$ cat config.mk
export PLATFORM = sky130hd
export DESIGN_NAME = spi_ram_ctrl_flat
export DESIGN_NICKNAME = d
export VERILOG_FILES = /design/src/rtl/spi_ram_pkg.sv /design/src/rtl/spi_ram_ctrl_if.sv /design/src/rtl/sp_ram_core.sv /design/src/rtl/spi_ram_ctrl.sv /design/src/flat_wrapper.sv
export SDC_FILE = /design/constraint.sdc
export NUM_CORES = 2
export LEC_CHECK = 0
export ABC_AREA = 1
export ABC_CLOCK_PERIOD_IN_PS = 3100
export BUFFER_PORTS_ARGS = -buffer_cell sky130_fd_sc_hd__buf_4
export CAP_MARGIN = 20
export CORE_ASPECT_RATIO = 0.6
export CORE_UTILIZATION = 45
export CTS_CLUSTER_DIAMETER = 50
export DETAILED_ROUTE_END_ITERATION = 8
export GPL_TIMING_DRIVEN = 0
export REMOVE_ABC_BUFFERS = 1
export SKIP_LAST_GASP = 1
export SYNTH_ARGS = -nofsm -noshare
export SYNTH_HDL_FRONTEND = slang
export SYNTH_SLANG_ARGS = --single-unit
$ cat constraint.sdc
create_clock -name clk -period 3.1 [get_ports clk]
set_input_delay 0.62 -clock clk [delete_from_list [all_inputs] [get_ports clk]]
set_output_delay 0.62 -clock clk [all_outputs]
set_load 0.05 [all_outputs]
$ cat src/rtl/spi_ram_pkg.sv
// spi_ram_pkg: shared types and default widths for the SPI RAM controller.
//   cmd_t   - 2-bit command carried in din[9:8]
//   state_t - read-path FSM state, also exported on the debug port
package spi_ram_pkg;

  localparam int DATA_W        = 8;
  localparam int CMD_W         = 2;
  localparam int WORD_W        = CMD_W + DATA_W;
  localparam int DEF_MEM_DEPTH = 256;
  localparam int DEF_ADDR_SIZE = 8;
  localparam int DEF_RD_LAT    = 1;
  localparam int LAT_CNT_W     = 3;   // holds RD_LAT up to 4

  typedef enum logic [CMD_W-1:0] {
    CMD_WR_ADDR = 2'b00,
    CMD_WR_DATA = 2'b01,
    CMD_RD_ADDR = 2'b10,
    CMD_RD_DATA = 2'b11
  } cmd_t;

  typedef enum logic [1:0] {
    IDLE      = 2'd0,
    READ_WAIT = 2'd1,
    TX_HOLD   = 2'd2
  } state_t;

endpackage

$ cat src/rtl/spi_ram_ctrl_if.sv
// spi_ram_ctrl_if: link between the SPI slave and the RAM controller.
//   din[9:8]  command, din[7:0] payload (slave -> controller)
//   rx_valid  word-present level (slave -> controller)
//   dout      read data for MISO (controller -> slave)
//   tx_valid  dout valid (controller -> slave)
//   err       one-cycle pulse on a rejected command (controller -> slave)
//
// Handshake: there is no ready. rx_valid is a level that may stay high for
// many cycles; the controller takes exactly one word per low-to-high
// transition of rx_valid, sampling din on that cycle only. tx_valid, once
// raised, holds dout stable until the next accepted word, which drops both.
interface spi_ram_ctrl_if;
  import spi_ram_pkg::*;

  logic [WORD_W-1:0] din;
  logic              rx_valid;
  logic [DATA_W-1:0] dout;
  logic              tx_valid;
  logic              err;

  modport master (output din, rx_valid, input dout, tx_valid, err);
  modport slave  (input din, rx_valid, output dout, tx_valid, err);
endinterface

$ cat src/rtl/sp_ram_core.sv
// sp_ram_core: single-port synchronous RAM, one access per cycle.
//   clk   clock
//   en    access enable
//   we    1 = write wdata to addr, 0 = read addr into rdata
//   addr  word address
//   wdata write data
//   rdata registered read data, valid the cycle after a read; holds
//         its value while no further read is issued
module sp_ram_core #(
  parameter int MEM_DEPTH = 256,
  parameter int ADDR_SIZE = 8
) (
  input  logic                 clk,
  input  logic                 en,
  input  logic                 we,
  input  logic [ADDR_SIZE-1:0] addr,
  input  logic [7:0]           wdata,
  output logic [7:0]           rdata
);

  logic [7:0] mem_q [MEM_DEPTH];
  logic [7:0] rdata_q;

  always_ff @(posedge clk) begin
    if (en) begin
      if (we) mem_q[addr] <= wdata;
      else    rdata_q     <= mem_q[addr];
    end
  end

  assign rdata = rdata_q;

endmodule

$ cat src/rtl/spi_ram_ctrl.sv
// spi_ram_ctrl: RAM back end of an SPI slave.
//   clk      system clock, rising edge
//   rst_n    asynchronous active-low reset
//   bus      spi_ram_ctrl_if.slave (din, rx_valid in; dout, tx_valid, err out)
//   state_o  current read-path FSM state (debug)
// Commands: 00 set write address, 01 write data, 10 set read address,
// 11 read data. Read data appears on dout/tx_valid RD_LAT cycles after the
// accepting edge of command 11. With AUTO_INC=1 the address used by a data
// command advances by one afterwards, wrapping modulo MEM_DEPTH.
module spi_ram_ctrl
  import spi_ram_pkg::*;
#(
  parameter int MEM_DEPTH = DEF_MEM_DEPTH,
  parameter int ADDR_SIZE = DEF_ADDR_SIZE,
  parameter int RD_LAT    = DEF_RD_LAT,
  parameter int AUTO_INC  = 0
) (
  input  logic           clk,
  input  logic           rst_n,
  spi_ram_ctrl_if.slave  bus,
  output state_t         state_o
);

  localparam logic [LAT_CNT_W-1:0] LAT = LAT_CNT_W'(RD_LAT);

  state_t                 state_q;
  logic                   rx_valid_q;   // rx_valid delayed one cycle
  logic [ADDR_SIZE-1:0]   wr_addr_q, rd_addr_q;
  logic                   wr_vld_q, rd_vld_q;
  logic [LAT_CNT_W-1:0]   cnt_q;
  logic [DATA_W-1:0]      dout_q;
  logic                   tx_valid_q;
  logic                   err_q;

  logic                   accept;
  cmd_t                   cmd;
  logic [DATA_W-1:0]      payload;
  logic                   wr_ok, rd_ok, rejected;
  logic                   ram_en;
  logic [ADDR_SIZE-1:0]   ram_addr;
  logic [DATA_W-1:0]      ram_rdata;

  assign accept   = bus.rx_valid & ~rx_valid_q;
  assign cmd      = cmd_t'(bus.din[WORD_W-1:DATA_W]);
  assign payload  = bus.din[DATA_W-1:0];

  assign wr_ok    = accept && (cmd == CMD_WR_DATA) && wr_vld_q;
  assign rd_ok    = accept && (cmd == CMD_RD_DATA) && rd_vld_q;
  assign rejected = accept && (((cmd == CMD_WR_DATA) && !wr_vld_q) ||
                               ((cmd == CMD_RD_DATA) && !rd_vld_q));

  // The RAM is touched only on an accept edge, so a read and a write can
  // never collide, and rdata stays put for the whole READ_WAIT window.
  assign ram_en   = wr_ok | rd_ok;
  assign ram_addr = wr_ok ? wr_addr_q : rd_addr_q;

  sp_ram_core #(
    .MEM_DEPTH (MEM_DEPTH),
    .ADDR_SIZE (ADDR_SIZE)
  ) u_ram (
    .clk   (clk),
    .en    (ram_en),
    .we    (wr_ok),
    .addr  (ram_addr),
    .wdata (payload),
    .rdata (ram_rdata)
  );

  always_ff @(posedge clk or negedge rst_n) begin
    if (!rst_n) begin
      state_q    <= IDLE;
      rx_valid_q <= 1'b0;
      wr_addr_q  <= '0;
      rd_addr_q  <= '0;
      wr_vld_q   <= 1'b0;
      rd_vld_q   <= 1'b0;
      cnt_q      <= '0;
      dout_q     <= '0;
      tx_valid_q <= 1'b0;
      err_q      <= 1'b0;
    end else begin
      rx_valid_q <= bus.rx_valid;
      err_q      <= rejected;
      if (accept) begin
        // Every accepted word, even a rejected one, retires the previous
        // read result and aborts any read still in flight.
        dout_q     <= '0;
        tx_valid_q <= 1'b0;
        case (cmd)
          CMD_WR_ADDR: begin
            wr_addr_q <= ADDR_SIZE'(payload);
            wr_vld_q  <= 1'b1;
          end
          CMD_WR_DATA: begin
            if (wr_vld_q && (AUTO_INC != 0)) wr_addr_q <= wr_addr_q + ADDR_SIZE'(1);
          end
          CMD_RD_ADDR: begin
            rd_addr_q <= ADDR_SIZE'(payload);
            rd_vld_q  <= 1'b1;
          end
          CMD_RD_DATA: begin
            if (rd_vld_q && (AUTO_INC != 0)) rd_addr_q <= rd_addr_q + ADDR_SIZE'(1);
          end
        endcase
        if (rd_ok) begin
          // The RAM registers its data on this edge, which is latency cycle 1.
          state_q <= READ_WAIT;
          cnt_q   <= LAT_CNT_W'(1);
        end else begin
          state_q <= IDLE;
          cnt_q   <= '0;
        end
      end else begin
        case (state_q)
          READ_WAIT: begin
            if (cnt_q == LAT) begin
              dout_q     <= ram_rdata;
              tx_valid_q <= 1'b1;
              state_q    <= TX_HOLD;
              cnt_q      <= '0;
            end else begin
              cnt_q <= cnt_q + LAT_CNT_W'(1);
            end
          end
          default: ;
        endcase
      end
    end
  end

  assign bus.dout     = dout_q;
  assign bus.tx_valid = tx_valid_q;
  assign bus.err      = err_q;
  assign state_o      = state_q;

endmodule

$ cat src/flat_wrapper.sv
// flat-port wrapper written by rule: the top's interface ports become plain ports
module spi_ram_ctrl_flat import spi_ram_pkg::*;
#(
  parameter int MEM_DEPTH = DEF_MEM_DEPTH,
  parameter int ADDR_SIZE = DEF_ADDR_SIZE,
  parameter int RD_LAT    = DEF_RD_LAT,
  parameter int AUTO_INC  = 0
)
  (clk, rst_n, state_o, bus_din, bus_rx_valid, bus_dout, bus_tx_valid, bus_err);
  spi_ram_ctrl_if bus_i ();
  input  logic clk;
  input  logic rst_n;
  output state_t state_o;
  input wire logic [$bits(bus_i.din)-1:0] bus_din;
  input wire logic [$bits(bus_i.rx_valid)-1:0] bus_rx_valid;
  output wire logic [$bits(bus_i.dout)-1:0] bus_dout;
  output wire logic [$bits(bus_i.tx_valid)-1:0] bus_tx_valid;
  output wire logic [$bits(bus_i.err)-1:0] bus_err;
  assign bus_i.din = bus_din;
  assign bus_i.rx_valid = bus_rx_valid;
  assign bus_dout = bus_i.dout;
  assign bus_tx_valid = bus_i.tx_valid;
  assign bus_err = bus_i.err;
  spi_ram_ctrl #(.MEM_DEPTH(MEM_DEPTH), .ADDR_SIZE(ADDR_SIZE), .RD_LAT(RD_LAT), .AUTO_INC(AUTO_INC)) u_core (.clk(clk), .rst_n(rst_n), .bus(bus_i), .state_o(state_o));
endmodule
* Word level (Yosys, flattened, before mapping)
Memories as Yosys holds them, arrays and structs flattened. A register that Yosys moved wholly into a read port is not among the register bits.
Cells that the tools add are included.
** Word-level totals
- Flip-flop bits (word level) :: 34
- Memory bits (writable) :: 2048
- Output and inout port bits :: 12
- Word-level logic and storage cells :: 56
- Memories :: 1
** Operators by class
- $add $sub $neg :: 1
- Eq/ne operators :: 5
- Multiplexer cells :: 18
- Bitwise operators :: 4
- Reduce and logical (&&, ||, !) cells :: 17
** Memories
- u_core.u_ram.mem_q :: depth 256, width 8, rd ports 1, clocked after memory_dff 1, wr ports 1, RTL line sp_ram_core.sv:21 : logic [7:0] mem_q [MEM_DEPTH];
** Operators with widths (count)
- two-way mux 8 bit :: 4
- two-way mux 3 bit :: 3
- two-way mux 1 bit :: 8
- AND reduction 2 bit :: 4
- logical AND 1 bit :: 7
- two-way mux 2 bit :: 3
- equality test 2 x 1 -> 1 bit (second input constant) :: 2
- equality test 2 bit (second input constant) :: 2
- nonzero test 2 bit :: 2
- adder 3 x 1 -> 3 bit (second input constant) :: 1
- equality test 3 x 1 -> 1 bit (second input constant) :: 1
- logical NOT 1 bit :: 2
- logical NOT 2 bit :: 1
- NOT 1 bit :: 2
- bitwise AND 1 bit :: 1
- logical OR 1 bit :: 1
- OR 1 bit :: 1

* Logic depth before layout (Yosys ltp)
- Word-level depth :: 7
- Mapped depth :: 20
- Depth with buffers taken out :: 17

* Modules after synthesis
From an unflattened synthesis, not the netlist that was laid out.
** Unflattened totals
- Cell total of the unflattened synthesis :: 8155
- Area total of the unflattened synthesis :: 86360.3 um^2
** By module, submodules not included
- sp_ram_core :: times used 1, cells an instance 7960, area each 84835.1 um^2, seq. area each 61739.2 um^2
- spi_ram_ctrl :: times used 1, cells an instance 195, area each 1525.2 um^2, seq. area each 825.8 um^2

* Worst setup path before layout
OpenSTA, ideal clock, no wires.
- Kind :: input -> register
- Start point :: input port bus_din[9]
- End point :: memory u_core.u_ram.mem_q[143][0] (enable)
- Setup time :: 0.370 ns
- Data arrival time :: 2.566 ns
- Data required time :: 2.730 ns
- Path slack :: 0.164 ns
- Stages :: 14
- Cell sequence :: inv_1 nand3_2 nor2_4 nand2_1 nand2_1 inv_1 nor2_1 buf_2 buf_2 inv_2 nor2_1 nand2_1 clkbuf_1 nor2_1
** Between the ends
- Word-level cells in the longest chain between the ends :: 6
- Elaborated cells on any way between the ends :: 11
** RTL lines
- start: declaration :: RTL line flat_wrapper.sv:14 : input wire logic [$bits(bus_i.din)-1:0] bus_din;
- equality test 2 x 1 -> 1 bit / equality test 2 bit (equally long branches) :: RTL line spi_ram_ctrl.sv:47, spi_ram_ctrl.sv:48
- logical AND 1 bit, on equally long branches (2 in a row) :: RTL line spi_ram_ctrl.sv:47, spi_ram_ctrl.sv:48
- two-way mux 1 bit / OR 1 bit (equally long branches) :: RTL line sp_ram_core.sv:26, spi_ram_ctrl.sv:54
- two-way mux 1 bit :: RTL line sp_ram_core.sv:25 : if (en) begin
- two-way mux 1 bit (implied by the code) :: RTL line sp_ram_core.sv:26 : if (we) mem_q[addr] <= wdata;
- end: declaration :: RTL line sp_ram_core.sv:21
Parallel ways exist; a longest one is shown, timed or not.

* Worst setup path after layout
- Start point :: register u_core.rx_valid_q
- End point :: register u_core.u_ram.rdata_q[7] (netlist: u_core.u_ram.rdata[7]), read port of u_core.u_ram.mem_q (data pin)
** Between the ends
- Word-level cells in the longest chain between the ends :: 6
- Elaborated cells on any way between the ends :: 10
** RTL lines
- start: declaration :: RTL line spi_ram_ctrl.sv:27 : logic rx_valid_q;
- start signal: assignment :: RTL line spi_ram_ctrl.sv:82 : rx_valid_q <= bus.rx_valid;
- NOT 1 bit (*) :: RTL line spi_ram_ctrl.sv:43 : assign accept = bus.rx_valid & ~rx_valid_q;
- bitwise AND 1 bit (*) :: RTL line spi_ram_ctrl.sv:43
- logical AND 1 bit, on equally long branches (2 in a row) :: RTL line spi_ram_ctrl.sv:47, spi_ram_ctrl.sv:48
- OR 1 bit / NOT 1 bit (equally long branches)
- AND reduction 2 bit (no line)
- end: declaration :: RTL line sp_ram_core.sv:22 : logic [7:0] rdata_q;
Every way passes the cells marked *; elsewhere a longest branch is shown, timed or not.
A chain may end at the register's enable or synchronous reset.

==> reports/results.tsv <==
stage	metric	value	unit
worst_setup_path	worst path bufs/invs	13	
cells_and_area	layout cells sized above 1	12.7	%
pwr	PD cells	662	nW/um^2
global_route	met1 usage	40.8	%
timing	max frequency	0.251	GHz
place	cell total after placement	10898	
worst_setup_path	crit path DAT	4550	ps
place	Placed Instance Area	92100	um^2
run	max cap viols	0	
cells_and_area	commonest cells after routing, fill and taps aside	5,069 x nand2_1, 2,056 x edfxtp_1, 276 x nand3_1	
floorplanning	die area	198000	um^2
logic_synthesis	register area share after synthesis	70.9	%
cells_and_area	non-filler cells, final	11457	
global_route	GR peak layer	met1	
worst_setup_path	max incr delay on CP	390	ps
cts	clock latency on the worst-skew pair	840	ps
global_route	initial antenna violation count	6	
worst_setup_path	Crit path top cell by count	nand2_1	
pwr	leakage power	41.8	nW
logic_synthesis	Synthesis Warnings	0	
place	Final GP Congestion	0.826	
floorplanning	starting density of the core	45.4	%
worst_setup_path	Reg-to-Reg Start	u_core.rx_valid_q	
route	ANT nets after route	0	
logic_synthesis	synthesized instance count	8637	
timing	worst slew pin tran	1030	ps
timing	final worst setup slack	-884	ps
pwr	sw frac	30.0	%
cells_and_area	fin util	53.8	%
global_route	largest net degree at the start of global routing	134	
worst_setup_path	CP endpoint kind	flop	
worst_setup_path	CP startpoint kind	flop	
logic_synthesis	Mean Syn Cell Area	10.2	um^2
timing	Final setup viols	2016	
cells_and_area	Area Overhead vs Synth	18.5	%
timing	fin. max-slew vios	0	
pwr	Seq pwr share	45.1	%
cts	CTS H-tree depth	4	
pwr	Clk pwr share	33.1	%
run_status	failing checks	negative setup slack	
floorplanning	Die X	574	um
floorplanning	# IOs	25	
route	wire per inst	23.2	um
min_path	Hold Crit Start	bus_din[9]	
global_route	first-pass GRT wire length	386	mm
cells_and_area	Fill cells	16340	
route	DRC Markers	0	
worst_setup_path	Data required, critical path	3670	ps
cts	Clock Sink Count	2089	
worst_setup_path	cell class contributing the biggest share of worst-path delay	buffers and inverters	
worst_setup_path	Slowest-stage cell, CP	dfrtp_1	
pwr	internal power component	48.4	mW
cells_and_area	fin area	104000	um^2
floorplanning	row count	125	
worst_setup_path	Worst Setup SP	u_core.rx_valid_q	
place	port buffer count	24	
logic_synthesis	Netlist cell types	28	
timing	final period utilization	129	%
pwr	Combinational Power Share	21.8	%
route	initial drt markers	8155	
cts	Longest Clk Path Bufs	4	
logic_synthesis	Mapped Area	88200	um^2
cts	Clock Pin Slew Worst Setup and Hold Paths	60	ps
place	detailed placer's ending HPWL	140	mm
worst_setup_path	CP Class	reg -> reg	
route	drt first pass iters	6	
global_route	routing usage on met2	36.7	%
timing	RSZ-0062 raised after global routing	yes	
timing	Final Hold Fails	0	
worst_setup_path	largest fanout on the critical path	36	
floorplanning	die height	345	um
route	vias per cell	5.44	
route	vias	62280	
pwr	peak supply drop	473	uV
cts	Num CTS Buffers	191	
cts	Root Driver	clkbuf_16	
run_status	status	finished, violations left	
global_route	GR Overflow Total	0	
timing	clk_skew	31.0	ps
timing	Hold WS	88.4	ps
floorplanning	Core Area	194000	um^2
logic_synthesis	synthesized flop and latch total	2089	
route	drt total wl	266	mm
timing	Slew Limit Headroom	31.4	%
timing	Tmin final	3980	ps
cells_and_area	commonest non-fill, non-tap cell in the layout	nand2_1	
pwr	switching pwr	20.8	mW
cts	CTS tree	done	
cells_and_area	NumNets Final	8726	
global_route	met3 usage	6.85	%
min_path	worst hold path type	in -> reg	
global_route	Total GRT Usage	26.4	%
global_route	vias in the first global route	57016	
[power groups by stage]
stage,Clock [mW],Combinational (mW),Sequential [mW]
after global routing,24.2,16.2,31.2
after CTS,23.1,14.2,31.2
after floorplan,0,8.09,31.8
after detailed placement,0,11.6,31.8
after global placement,0,10.2,31.8
final,22.9,15.1,31.2
[worst register-to-register path, cell delays in order (launching register included)]
cell	delay (ps)
dfrtp_1	390
buf_6	130
inv_6	60
nand2_8	50
nor2_4	150
buf_12	130
buf_8	120
nand2_4	50
o21ai_4	70
buf_12	130
buf_16	100
buf_16	100
buf_16	120
buf_16	140
clkinv_16	90
buf_16	150
buf_12	150
bufbuf_16	340
nand2_1	110
nand2_1	50
nand2_1	130
nand2_1	100
o21ai_1	230
nand2_1	130
nor2_1	120
nor2_1	50
nor2_1	180
nand2_1	140
[layout make-up]
type,count,area (um^2),area share (%)
Antenna cell,1,2.50,0.00239
Clock inverter,78,627,0.600
Multi-Input combinational cell,6026,26200,25.1
Sequential cell,2089,62600,59.9
Timing Repair Buffer,339,6350,6.08
Tap cell,2603,3260,3.12
Inverter,64,287,0.274
Timing Repair inverter,2,20.0,0.0192
Clock buffer,255,5190,4.96
[logic make-up after synthesis]
kind of cell | after synthesis | synth area share, %
DFF | 2089 | 70.9
buffers and inverters | 531 | 2.73
and+or+nand+nor | 5851 | 25.4
AOI/OAI and AO/OA | 165 | 0.948
muxes | 1 | 0.0128
[flip-flops by register name, indices dropped and copies added (netlist names)]
| register | cells |
|---|---|
| u_core.rx_valid_q | 1 |
| u_core.wr_vld_q | 1 |
| u_core.wr_addr_q | 8 |
| u_core.rd_addr_q | 8 |
| u_core.state_o | 2 |
| u_core.bus.dout | 8 |
| u_core.u_ram.rdata | 8 |
| u_core.bus.err | 1 |
| u_core.u_ram.mem_q | 2048 |
| u_core.cnt_q | 3 |
| u_core.rd_vld_q | 1 |
[Yosys cell counts]
cell type,instances,share of area (%)
nand2_2,6,0.043
buf_2,210,1.2
nand2_1,5187,22
inv_2,11,0.047
or2_2,1,0.0071
or2_0,1,0.0071
o22ai_1,1,0.0071
nor2_4,1,0.013
clkbuf_2,1,0.0057
o21bai_1,2,0.017
edfxtp_1,2056,70
a21oi_1,3,0.017
nor4_1,1,0.0071
o21ai_1,131,0.74
clkbuf_1,193,0.82
nor2_2,7,0.050
o21ai_2,1,0.0099
nor2_1,367,1.6
inv_1,53,0.23
buf_1,39,0.17
nand3_1,277,1.6
buf_6,16,0.20
buf_4,8,0.068
dfrtp_1,33,0.94
nand3_2,2,0.023
mux2_2,1,0.013
or2_1,1,0.0071
o21ai_0,27,0.15
[what timing repair did]
action	4_1_cts	5_1_grt
gates cloned	66	7
endpoints found under the hold margin	38	0
endpoints found under the setup margin	2056	2056
resized for setup	574	246
pin swaps	86	80
setup buffers	97	54
hold buffers	3	0
[through the flow]
| stage | setup slack, ps | total power [mW] | TNS, ps |
|---|---|---|---|
| 2_1_floorplan | -37660 | 39.9 | - |
| 3_3_place_gp | -116250 | 42.0 | - |
| 3_5_place_dp | -3790 | 43.4 | -6457250 |
| 4_1_cts | -1120 | 68.4 | -1376270 |
| 5_1_grt | -913 | 71.5 | -1082230 |
| 6_report | -884 | 69.2 | -925750 |
[worst paths after layout]
check,endpoint,slack (ps),depth (start not counted)
max reg2reg,u_core.u_ram.rdata[7],-880,27
min in group asynchronous,u_core.cnt_q[2],290,2
max in group asynchronous,u_core.wr_addr_q[0],2440,2
min reg2reg,u_core.wr_addr_q[4],480,2
max,u_core.u_ram.rdata[7],-880,27
min,u_core.bus.err,90,3
[per-layer routing]
metal  wire [um]  up-vias  part of all wire (%)
met5          36        -                 0.014
met4        6370        6                   2.4
met3       32000      397                    12
met2      109000     3170                    41
met1      118000    30244                    44
li1            -    28463                     -
No activity file was read; power rests on OpenSTA's default activity.
